`config.mk`:
```
export PLATFORM = sky130hd
export DESIGN_NAME = alu_issue
export DESIGN_NICKNAME = d
export VERILOG_FILES = /design/src/rtl/alu_issue.sv
export SDC_FILE = /design/constraint.sdc
export NUM_CORES = 1
export LEC_CHECK = 0
export CAP_MARGIN = 5
export CORE_ASPECT_RATIO = 0.5
export CORE_UTILIZATION = 30
export DETAILED_ROUTE_END_ITERATION = 16
export HOLD_SLACK_MARGIN = 0.08
export PLACE_DENSITY = 0.66
export SLEW_MARGIN = 20
export SYNTH_ARGS = -nofsm -noshare
export SYNTH_HDL_FRONTEND = slang
export SYNTH_SLANG_ARGS = --single-unit
```
`constraint.sdc`:
```
create_clock -name i_clk -period 7.2 [get_ports i_clk]
set_clock_uncertainty 0.15 [all_clocks]
set_input_delay 1.44 -clock i_clk [delete_from_list [all_inputs] [get_ports i_clk]]
set_output_delay 1.44 -clock i_clk [all_outputs]
set_load 0.02 [all_outputs]
```
`src/rtl/alu_issue.sv`:
```
// ---------------------------------------------------------------------------
// alu_issue
// Decodes a MIPS-style instruction into ALU operands and an ALU operation
// code, then buffers the result in a 2-entry FIFO (output register plus skid
// register) with a valid/ready handshake on both sides.
//
// Ports
//   i_clk         rising-edge clock
//   i_reset       synchronous, active-low reset
//   i_valid       upstream decoded instruction present
//   o_ready       block can accept an instruction this cycle (registered)
//   i_opcode      instruction bits [31:26]
//   i_funct       instruction bits [5:0]
//   i_shamt       instruction bits [10:6]
//   i_imm         instruction bits [15:0]
//   i_rs_data     register rs value
//   i_rt_data     register rt value
//   i_flush       discard all held and incoming instructions
//   i_ready       ALU stage accepts the presented operation
//   o_valid       presented operation is valid
//   o_datoa       ALU operand A
//   o_datob       ALU operand B
//   o_shamt       ALU shift amount
//   o_alucontrol  ALU operation code
//   o_illegal     presented instruction has no ALU mapping
// ---------------------------------------------------------------------------
module alu_issue #(
    parameter int SIZEDATA = 32,
    parameter int SIZEOP   = 6,
    parameter int SIZESA   = 5
) (
    input  logic                i_clk,
    input  logic                i_reset,
    input  logic                i_valid,
    output logic                o_ready,
    input  logic [SIZEOP-1:0]   i_opcode,
    input  logic [SIZEOP-1:0]   i_funct,
    input  logic [SIZESA-1:0]   i_shamt,
    input  logic [15:0]         i_imm,
    input  logic [SIZEDATA-1:0] i_rs_data,
    input  logic [SIZEDATA-1:0] i_rt_data,
    input  logic                i_flush,
    input  logic                i_ready,
    output logic                o_valid,
    output logic [SIZEDATA-1:0] o_datoa,
    output logic [SIZEDATA-1:0] o_datob,
    output logic [SIZESA-1:0]   o_shamt,
    output logic [3:0]          o_alucontrol,
    output logic                o_illegal
);

    localparam logic [3:0] ALU_SLL     = 4'd0;
    localparam logic [3:0] ALU_SRL     = 4'd1;
    localparam logic [3:0] ALU_SRA     = 4'd2;
    localparam logic [3:0] ALU_SLLV    = 4'd3;
    localparam logic [3:0] ALU_SRLV    = 4'd4;
    localparam logic [3:0] ALU_SRAV    = 4'd5;
    localparam logic [3:0] ALU_ADDU    = 4'd6;
    localparam logic [3:0] ALU_SUBU    = 4'd7;
    localparam logic [3:0] ALU_OR      = 4'd8;
    localparam logic [3:0] ALU_XOR     = 4'd9;
    localparam logic [3:0] ALU_AND     = 4'd10;
    localparam logic [3:0] ALU_NOR     = 4'd11;
    localparam logic [3:0] ALU_SLT     = 4'd12;
    localparam logic [3:0] ALU_LUI     = 4'd13;
    localparam logic [3:0] ALU_ILLEGAL = 4'd15;

    // Entry layout: {operand A, operand B, shift amount, code, illegal}
    localparam int ENTRY_W = 2*SIZEDATA + SIZESA + 5;

    function automatic logic [3:0] decode_funct(input logic [SIZEOP-1:0] funct);
        case (funct)
            6'b000000: decode_funct = ALU_SLL;
            6'b000010: decode_funct = ALU_SRL;
            6'b000011: decode_funct = ALU_SRA;
            6'b000100: decode_funct = ALU_SLLV;
            6'b000110: decode_funct = ALU_SRLV;
            6'b000111: decode_funct = ALU_SRAV;
            6'b100001: decode_funct = ALU_ADDU;
            6'b100011: decode_funct = ALU_SUBU;
            6'b100100: decode_funct = ALU_AND;
            6'b100101: decode_funct = ALU_OR;
            6'b100110: decode_funct = ALU_XOR;
            6'b100111: decode_funct = ALU_NOR;
            6'b101010: decode_funct = ALU_SLT;
            default:   decode_funct = ALU_ILLEGAL;
        endcase
    endfunction

    function automatic logic [3:0] decode_opcode(input logic [SIZEOP-1:0] opcode);
        casez (opcode)
            6'b001000, 6'b001001: decode_opcode = ALU_ADDU;
            6'b001010:            decode_opcode = ALU_SLT;
            6'b001100:            decode_opcode = ALU_AND;
            6'b001101:            decode_opcode = ALU_OR;
            6'b001110:            decode_opcode = ALU_XOR;
            6'b001111:            decode_opcode = ALU_LUI;
            6'b100???, 6'b101???: decode_opcode = ALU_ADDU;  // load/store address
            6'b000100, 6'b000101: decode_opcode = ALU_SUBU;  // branch compare
            default:              decode_opcode = ALU_ILLEGAL;
        endcase
    endfunction

    function automatic logic [SIZEDATA-1:0] sign_ext(input logic [15:0] imm);
        sign_ext = {{(SIZEDATA-16){imm[15]}}, imm};
    endfunction

    function automatic logic [SIZEDATA-1:0] zero_ext(input logic [15:0] imm);
        zero_ext = {{(SIZEDATA-16){1'b0}}, imm};
    endfunction

    logic                is_rtype;
    logic                is_branch;
    logic                is_logic_imm;
    logic [3:0]          dec_code;
    logic                dec_illegal;
    logic [SIZEDATA-1:0] dec_a;
    logic [SIZEDATA-1:0] dec_b;
    logic [SIZESA-1:0]   dec_shamt;
    logic [ENTRY_W-1:0]  dec_entry;

    // Decode stage: combinational, captured into the FIFO on transfer in
    always_comb begin
        is_rtype     = (i_opcode == 6'b000000);
        is_branch    = (i_opcode == 6'b000100) || (i_opcode == 6'b000101);
        // Logical immediates are zero-extended; every other I-type sign-extends
        is_logic_imm = (i_opcode == 6'b001100) || (i_opcode == 6'b001101) ||
                       (i_opcode == 6'b001110);
        dec_code     = is_rtype ? decode_funct(i_funct) : decode_opcode(i_opcode);
        dec_illegal  = (dec_code == ALU_ILLEGAL);
        dec_a        = '0;
        dec_b        = '0;
        dec_shamt    = '0;
        if (!dec_illegal) begin
            dec_a = i_rs_data;
            if (is_rtype) begin
                dec_b     = i_rt_data;
                dec_shamt = i_shamt;
            end else if (is_branch) begin
                dec_b = i_rt_data;
            end else if (is_logic_imm) begin
                dec_b = zero_ext(i_imm);
            end else begin
                dec_b = sign_ext(i_imm);
            end
        end
        dec_entry = {dec_a, dec_b, dec_shamt, dec_code, dec_illegal};
    end

    logic [1:0]         count;
    logic [1:0]         count_next;
    logic               ready_q;
    logic [ENTRY_W-1:0] out_entry;
    logic [ENTRY_W-1:0] skid_entry;
    logic               in_xfer;
    logic               out_xfer;
    logic               load_out_new;
    logic               load_out_skid;
    logic               load_skid;

    assign in_xfer  = i_valid && ready_q;
    assign out_xfer = o_valid && i_ready;

    // FIFO control: which register takes which entry, and the next occupancy
    always_comb begin
        count_next    = count;
        load_out_new  = 1'b0;
        load_out_skid = 1'b0;
        load_skid     = 1'b0;
        case (count)
            2'd0: begin
                if (in_xfer) begin
                    load_out_new = 1'b1;
                    count_next   = 2'd1;
                end
            end
            2'd1: begin
                if (in_xfer && out_xfer) begin
                    load_out_new = 1'b1;
                end else if (in_xfer) begin
                    load_skid  = 1'b1;
                    count_next = 2'd2;
                end else if (out_xfer) begin
                    count_next = 2'd0;
                end
            end
            default: begin
                // ready_q is low when full, so only the skid promotion can occur
                if (out_xfer) begin
                    load_out_skid = 1'b1;
                    count_next    = 2'd1;
                end
            end
        endcase
    end

    // Storage stage: output register and skid register
    always_ff @(posedge i_clk) begin
        if (!i_reset) begin
            count      <= 2'd0;
            ready_q    <= 1'b0;
            out_entry  <= '0;
            skid_entry <= '0;
        end else if (i_flush) begin
            count   <= 2'd0;
            ready_q <= 1'b1;
        end else begin
            count   <= count_next;
            ready_q <= (count_next != 2'd2);
            if (load_out_new) begin
                out_entry <= dec_entry;
            end else if (load_out_skid) begin
                out_entry <= skid_entry;
            end
            if (load_skid) begin
                skid_entry <= dec_entry;
            end
        end
    end

    assign o_ready = ready_q;
    assign o_valid = (count != 2'd0);
    assign {o_datoa, o_datob, o_shamt, o_alucontrol, o_illegal} = out_entry;

endmodule

```
==> summary.md, run 1 <==
| Metric | Value |
|---|---|
| Status | completed |
| # fillers | 2097 |
| Place WS | just under 2 ns |
| Kind of critical path | primary input to flip-flop |
| CTS resizes | 0 |
| Final weighted congestion in routability-driven placement | between 0.8 and 0.9 |
| Number of top-level pins | 178 |
| CTS tree | done |
| Cell Area, Synth | around 6500 µm² |
| PortBufs | 177 |
| Initial DRT Pass Iterations | 5 |
| Nets@finish | around 1000 |
| Minimum clock period | ~4.8 ns |
| Largest area contributor in the netlist | dfxtp_1 |
| Leakage | approximately 3.2 nW |
| Worst setup margin | 2.375 ns |
| Worst vdd ir | 0.1118 mV |
| Root buf cell | clkbuf_16 |
| Synth top area share | 0.4638 |
| Wirelength per Cell | 16.18 µm |
| Routed Antenna Nets | 0 |
| Worst EP required | 7.40 ns |
| Vias | 6339 |
| Mapped Cells | 767 |
| Worst Hold Class | flip-flop to flip-flop |
| Area growth, synth to finish | 38.97% |
| Dpl hpwl | 12760 µm |
| H-tree levels | 4 |
| Psw | 0.5105 mW |
| Buffer and inverter count on the worst path | 2 |
| Sw Ratio | 0.2514 |
| PwrDens | between 200 and 250 nW/µm² |
| Endpoints failing hold | 0 |
| Initial Util | 0.3115 |
| Placed cell area | around 8400 µm² |
| Iter 0 DRT Violations | 436 |
| Final setup TNS | 0 ns |
| Overflow after GRT | 0 |
| Internal power | 1.520 mW |
| Largest delay contributor family on the critical path | simple AND/OR/NAND/NOR gates |
| Worst-Margin Slew | 1.058 ns |
| Hold-fix buffers, CTS | 0 |
| CTS Sinks | 151 |
| Initial antenna violation count | 0 |
| CP max-delay cell | or4_2 |
| Share of layout cells above drive strength 1 | 0.06091 |
| Max Transition Viols Final | 0 |
| Width of the die | 210.4 µm |
| Synth cell count leaders | 153 x a21oi_1, 151 x dfxtp_1, 111 x o21ai_0 |
| Library cells used by synthesis | 48 |
| Core Region | between 20000 and 25000 µm² |
| Critical-path cell list | clkdlybuf4s50_1 -> or4_1 -> or3_4 -> a311oi_2 -> or4_2 -> o21ba_2 -> buf_4 -> a32o_1 |
| Fmax achieved | 207.3 MHz |
| Global Route Usage Sum | 0.1758 |
| Diodes inserted | 0 |
| Crit-path max cell delay | 0.76 ns |
| Ranking of synthesized cells by area | dfxtp_1 46%, a21oi_1 12%, o21ai_0 8.5%, a22o_1 6.6%, o211ai_1 6.3% |
| Syn nets | 871 |
| Reg power frac | 0.428 |
| Total CTS buffers | 17 |
| # rows | 37 |
| FFs w/ async S/R, synth | 0 |
| Register area share after synthesis | 0.4638 |
| Combinational share of power | 0.133 |
| Max Fanout on Critical Path | 54 |
| Main synth FF type | dfxtp_1 |
| Synth Register Bits | between 150 and 200 |
| Average size of a mapped cell | roughly 8.5 µm² |
| Top-count cell post-synth | a21oi_1 |
| Vias in the first global route | 6226 |
| Clk buf depth | 2 |
| Slew margin rel. | 0.2946 |
| CP endpoint kind | flip-flop |
| Reg area | 3023 µm² |
| Critical path startpoint category | primary input |
| Design Power | 2.031 mW |
| Final cycle utilization of the critical path | 0.6701 |
| DRC viols | 0 |
| Max Cap Viol | 0 |
| Final Setup Violations | 0 |
| Chip height | 106.2 µm |
| Post-synth EDFFs | 0 |
| Final instance area | 9057 µm² |
| RSZ-0062 raised after global routing | false |
| Multi-input combinational cell area | 3179 µm² |
| Drt total wl | 19340 µm |
| Drt via density | roughly 5.3 |
| Die ar. | 22350 µm² |
| Largest net degree at the start of global routing | 96 |
| Worst-skew pair later-pin latency | roughly 0.4 ns |
| Clk pin slew, worst setup/hold paths | about 0.060 ns |
| Clock share of power | 0.439 |
| First-pass GRT wire length | 31730 µm |
| Arrival time worst endpoint | around 5.0 ns |
| Post CTS Setup Buffer Count | 0 |
| Synth warn | 0 |
[stage by stage]
| stage | util | instances | hold WS [ns] |
|---|---|---|---|
| after global placement | 0.4024 | 1163 | 0.2855 |
| after CTS | 0.4315 | 1194 | 0.3059 |
| after floorplan | - | 767 | 0.2754 |
| after global routing | 0.4329 | 1195 | 0.3245 |
| final | 0.4329 | 1195 | 0.3024 |
| after detailed placement | 0.4037 | 1164 | 0.2924 |
[worst min-delay path: stages, from the launching register on]
cell and delay (ns):
dfxtp_1 0.32, nand2_1 0.04, o21ai_0 0.05
[registers in the layout, summed over array words and instances, names as in the netlist]
register and cells:
o_ready 1, out_entry 74, skid_entry 74, count 2
[final timing paths]
| check | from | to | slack, ns | cells past startpoint |
|---|---|---|---|---|
| setup / recovery | i_opcode[4] | skid_entry[7] | 2.38 | 8 |
| hold / removal | skid_entry[24] | skid_entry[24] | 0.30 | 2 |
| setup reg to reg | count[0] | out_entry[1] | 3.92 | 7 |
| hold reg to reg | skid_entry[24] | skid_entry[24] | 0.30 | 2 |
[power by group through the flow]
stage | Combinational (mW) | Clock, mW | Sequential (mW)
floorplan | 0.104 | 0 | 0.911
global placement | 0.263 | 0 | 0.887
detailed placement | 0.269 | 0 | 0.887
CTS | 0.270 | 0.909 | 0.869
global route | 0.292 | 0.952 | 0.870
finish | 0.270 | 0.892 | 0.868
[cells by family (layout without fill, tap and decap cells)]
| logic type | count (synthesis) | count (layout) | share of synthesized area |
|---|---|---|---|
| AO/OA/AOI/OAI | 390 | 390 | 0.3619 |
| flip-flops | 151 | 151 | 0.4638 |
| AND/OR/NAND/NOR | 115 | 115 | 0.07987 |
| buffers and inverters | 87 | 223 | 0.05683 |
| multiplexers | 21 | 21 | 0.03244 |
| adder cells (fa/ha/maj) | 2 | 2 | 0.003839 |
| XOR/XNOR | 1 | 1 | 0.001344 |
[routing by layer]
metal,wire [µm],vias up,track usage
met4,306,0,0.05952
met3,726,24,0.03575
li1,-,3070,-
met5,0,-,0
met1,8785,3073,0.2206
met2,9519,172,0.3013
[placed cells by master (no fill, tap or decap), drive strengths merged, types with 5 or more instances in the layout]
cell type,Yosys,layout
buf,19,12
inv,5,8
dfxtp,151,151
a21oi,153,153
a32o,5,5
o21ai,111,111
clkdlybuf4s50,0,176
nand2,58,58
nor3,6,6
o211ai,55,55
mux2i,20,20
nor2b,6,6
a22o,49,49
clkbuf,63,19
nor2,24,24
[area by class of cell]
type,instances,share of cell area
Tap cell,292,0.04034
Timing Repair Buffer,188,0.2086
Clock inverter,11,0.01644
Multi-Input combinational cell,529,0.3510
Inverter,5,0.002072
Sequential cell,151,0.3337
Clock buffer,19,0.04780
No activity file was read; power rests on OpenSTA's default activity.
==> run 2: changes to the inputs <==
==> constraint.sdc (replaced) <==
create_clock -name i_clk -period 4.72 [get_ports i_clk]
set_clock_uncertainty 0.15 [all_clocks]
set_input_delay 0.944 -clock i_clk [delete_from_list [all_inputs] [get_ports i_clk]]
set_output_delay 0.944 -clock i_clk [all_outputs]
set_load 0.02 [all_outputs]
==> run 2 against run 1 <==
Final cell count rose by 0.50%. Clock power grew 60%. Design area is 0.80% higher. First-iteration DRC count shrank 3.9%. Hold slack better by 0.0020 ns. Critical path depth unchanged. Sequential power increased by 53%. Via count up 1.3%. Non-clock buffer count rose by 4. Flip-flop and latch count unchanged. Die area is the same.
==> summary.md, run 2 (synthesized netlist as in run 1, its figures left out) <==
| Metric | Value |
|---|---|
| First-pass GRT wire length | 32810 µm (+3.4%) |
| Met1 Resource Use GR | 0.2344 (+0.01383) |
| RSZ-0062 raised after global routing | false |
| CTS resizes | 0 (unchanged) |
| Crit-path max cell delay | 0.64 ns (-0.12 ns) |
| Reg area | 3023 µm² (unchanged) |
| CP startpoint | i_opcode[4] |
| # rows | 37 (unchanged) |
| Largest net degree at the start of global routing | 84 (-13%) |
| Drt total wl | 20260 µm (+4.8%) |
| R2R Setup Slk | 2.02 ns (-1.90 ns) |
| CP endpoint kind | flip-flop |
| Minimum clock period | 3.741 ns |
| Root buf cell | clkbuf_16 |
| Initial antenna violation count | 0 (unchanged) |
| CTS Sinks | 151 (unchanged) |
| Status | completed |
| Critical-path cell list | clkdlybuf4s50_1 -> or4_1 -> or3_4 -> a311oi_2 -> or4_2 -> o21ba_2 -> buf_12 -> a32o_1 |
| H-tree levels | 4 (unchanged) |
| Max Transition Viols Final | 0 (unchanged) |
| PwrDens | 347.2 nW/µm² (+55%) |
| # fillers | 2033 (-3.1%) |
| Iter 0 DRT Violations | 419 (-3.9%) |
| Die ar. | 22350 µm² (unchanged) |
| R2r startpoint | count[0] |
| Number of top-level pins | 178 (unchanged) |
| GRT Max-Usage Layer | met2 |
| Clk pin slew, worst setup/hold paths | 0.06 ns (about the same) |
| Initial Util | 0.3115 (unchanged) |
| Critical path startpoint category | primary input |
| Biggest regs | out_entry (74), skid_entry (74), count (2) |
| Global Route Usage Sum | 0.1821 (+0.006296) |
| Hold-fix buffers, CTS | 0 (unchanged) |
| Place WS | 0.5699 ns (-1.406 ns) |
| Final cycle utilization of the critical path | 0.7925 |
| Total CTS buffers | 17 (unchanged) |
| Worst vdd ir | 0.2035 mV (+82%) |
| Crit path depth | 8 (unchanged) |
| Fmax achieved | 267.3 MHz |
| Chip height | 106.2 µm (unchanged) |
| Routed Antenna Nets | 0 (unchanged) |
| Initial DRT Pass Iterations | 4 (-1) |
| Core Region | 20930 µm² (unchanged) |
| Final weighted congestion in routability-driven placement | 0.8224 (-3.3%) |
| Worst-skew pair later-pin latency | 0.41 ns (about the same) |
| Reg-to-Reg End | skid_entry[25] |
| Overflow after GRT | 0 (unchanged) |
| Post CTS Setup Buffer Count | 0 (unchanged) |
| Met2 Resource Use GR | 0.3075 (+0.006149) |
| Kind of critical path | primary input to flip-flop |
| FF-to-FF path depth | 5 (-2) |
| Share of layout cells above drive strength 1 | 0.06711 (+0.006199) |
| Worst setup margin | 0.9794 ns (-1.396 ns) |
| Worst-Margin Slew | 1.074 ns (+0.01636 ns) |
| Arrival time worst endpoint | 3.93 ns (-1.09 ns) |
| Commonest cells after routing, fill and taps aside | 176 x clkdlybuf4s50_1, 151 x a21oi_1, 151 x dfxtp_1 |
| Max Cap Viol | 0 (unchanged) |
| Area growth, synth to finish | 40.08% |
| Layout Cells excl Fill | 1201 (+0.50%) |
| Design Power | 3.170 mW (+56%) |
| End point of the critical path | skid_entry[9] |
| Dpl hpwl | 12780 µm (+0.17%) |
| Clk buf depth | 2 (unchanged) |
| DRC viols | 0 (unchanged) |
| Width of the die | 210.4 µm (unchanged) |
| Final setup TNS | 0 ns (unchanged) |
| Met3 Use GR | 0.03427 (-0.001477) |
| Placed cell area | 8516 µm² (+0.80%) |
| Dpl cells | 1169 (+0.43%) |
| Endpoints failing hold | 0 (unchanged) |
| Buffer and inverter count on the worst path | 2 (unchanged) |
| Final Util | 0.4363 (+0.003468) |
| CP max-delay cell | or4_1 |
| Diodes inserted | 0 (unchanged) |
| Vias | 6420 (+1.3%) |
| Drt via density | 5.346 (+0.77%) |
| Nets@finish | 1000 (+0.40%) |
| Max Fanout on Critical Path | 54 (unchanged) |
| CTS tree | done |
| Commonest non-fill, non-tap cell in the layout | clkdlybuf4s50_1 |
| Largest delay contributor family on the critical path | simple AND/OR/NAND/NOR gates |
| Leakage | 3.273 nW (+1.0%) |
| Min Hold Slack | 0.3044 ns (+0.001965 ns) |
| Final instance area | 9130 µm² (+0.80%) |
| Worst EP required | 4.91 ns (-2.49 ns) |
| Wirelength per Cell | 16.87 µm (+4.2%) |
| Multi-input combinational cell area | 3179 µm² (unchanged) |
| Worst Hold Class | flip-flop to flip-flop |
| Final Setup Violations | 0 (unchanged) |
| PortBufs | 177 (unchanged) |
| Vias in the first global route | 6390 (+2.6%) |
| Slew margin rel. | 0.2837 (-0.01091) |
-- run 2: changes by cell type in the layout (fill, tap and decap cells not counted), moves of 2 or more --
cell / previous run / this run
buf_4: 9 / 11
clkinv_4: 0 / 3
buf_16: 2 / 0
clkinv_2: 2 / 0
buf_12: 0 / 4
-- run 2: routing by layer --
layer  part of all wire  vias up
li1                   -     3080
met2               0.49      180
met3              0.040       24
met1               0.45     3136
met4              0.017        0
met5                  0        -
-- run 2: how the worst min path moves through the flow --
stage	from	endpoint	slack [ns]	cells past startpoint
after CTS	skid_entry[15]	skid_entry[15]	0.31	2
after floorplan	skid_entry[10]	skid_entry[10]	0.28	2
final	skid_entry[15]	skid_entry[15]	0.30	2
after global routing	skid_entry[18]	skid_entry[18]	0.34	2
after detailed placement	skid_entry[15]	skid_entry[15]	0.29	2
after global placement	skid_entry[15]	skid_entry[15]	0.28	2
-- run 2: power by group --
part / internal (mW) / switching, mW
sequential: 1.31 / 0.0183
clock: 0.857 / 0.569
combinational: 0.186 / 0.233
-- run 2: final cells by class --
class,count,area share
multi-input combinational,529,0.3482
sequential,151,0.3311
timing repair buffer,192,0.2113
clock buffer,20,0.04892
tap,292,0.04002
clock inverter,12,0.01836
inverter,5,0.002056
-- run 2: tightest hold or removal path, cell delays in order (launching register included) --
cell and delay [ns]:
dfxtp_1 0.33, nand2_1 0.04, o21ai_0 0.05
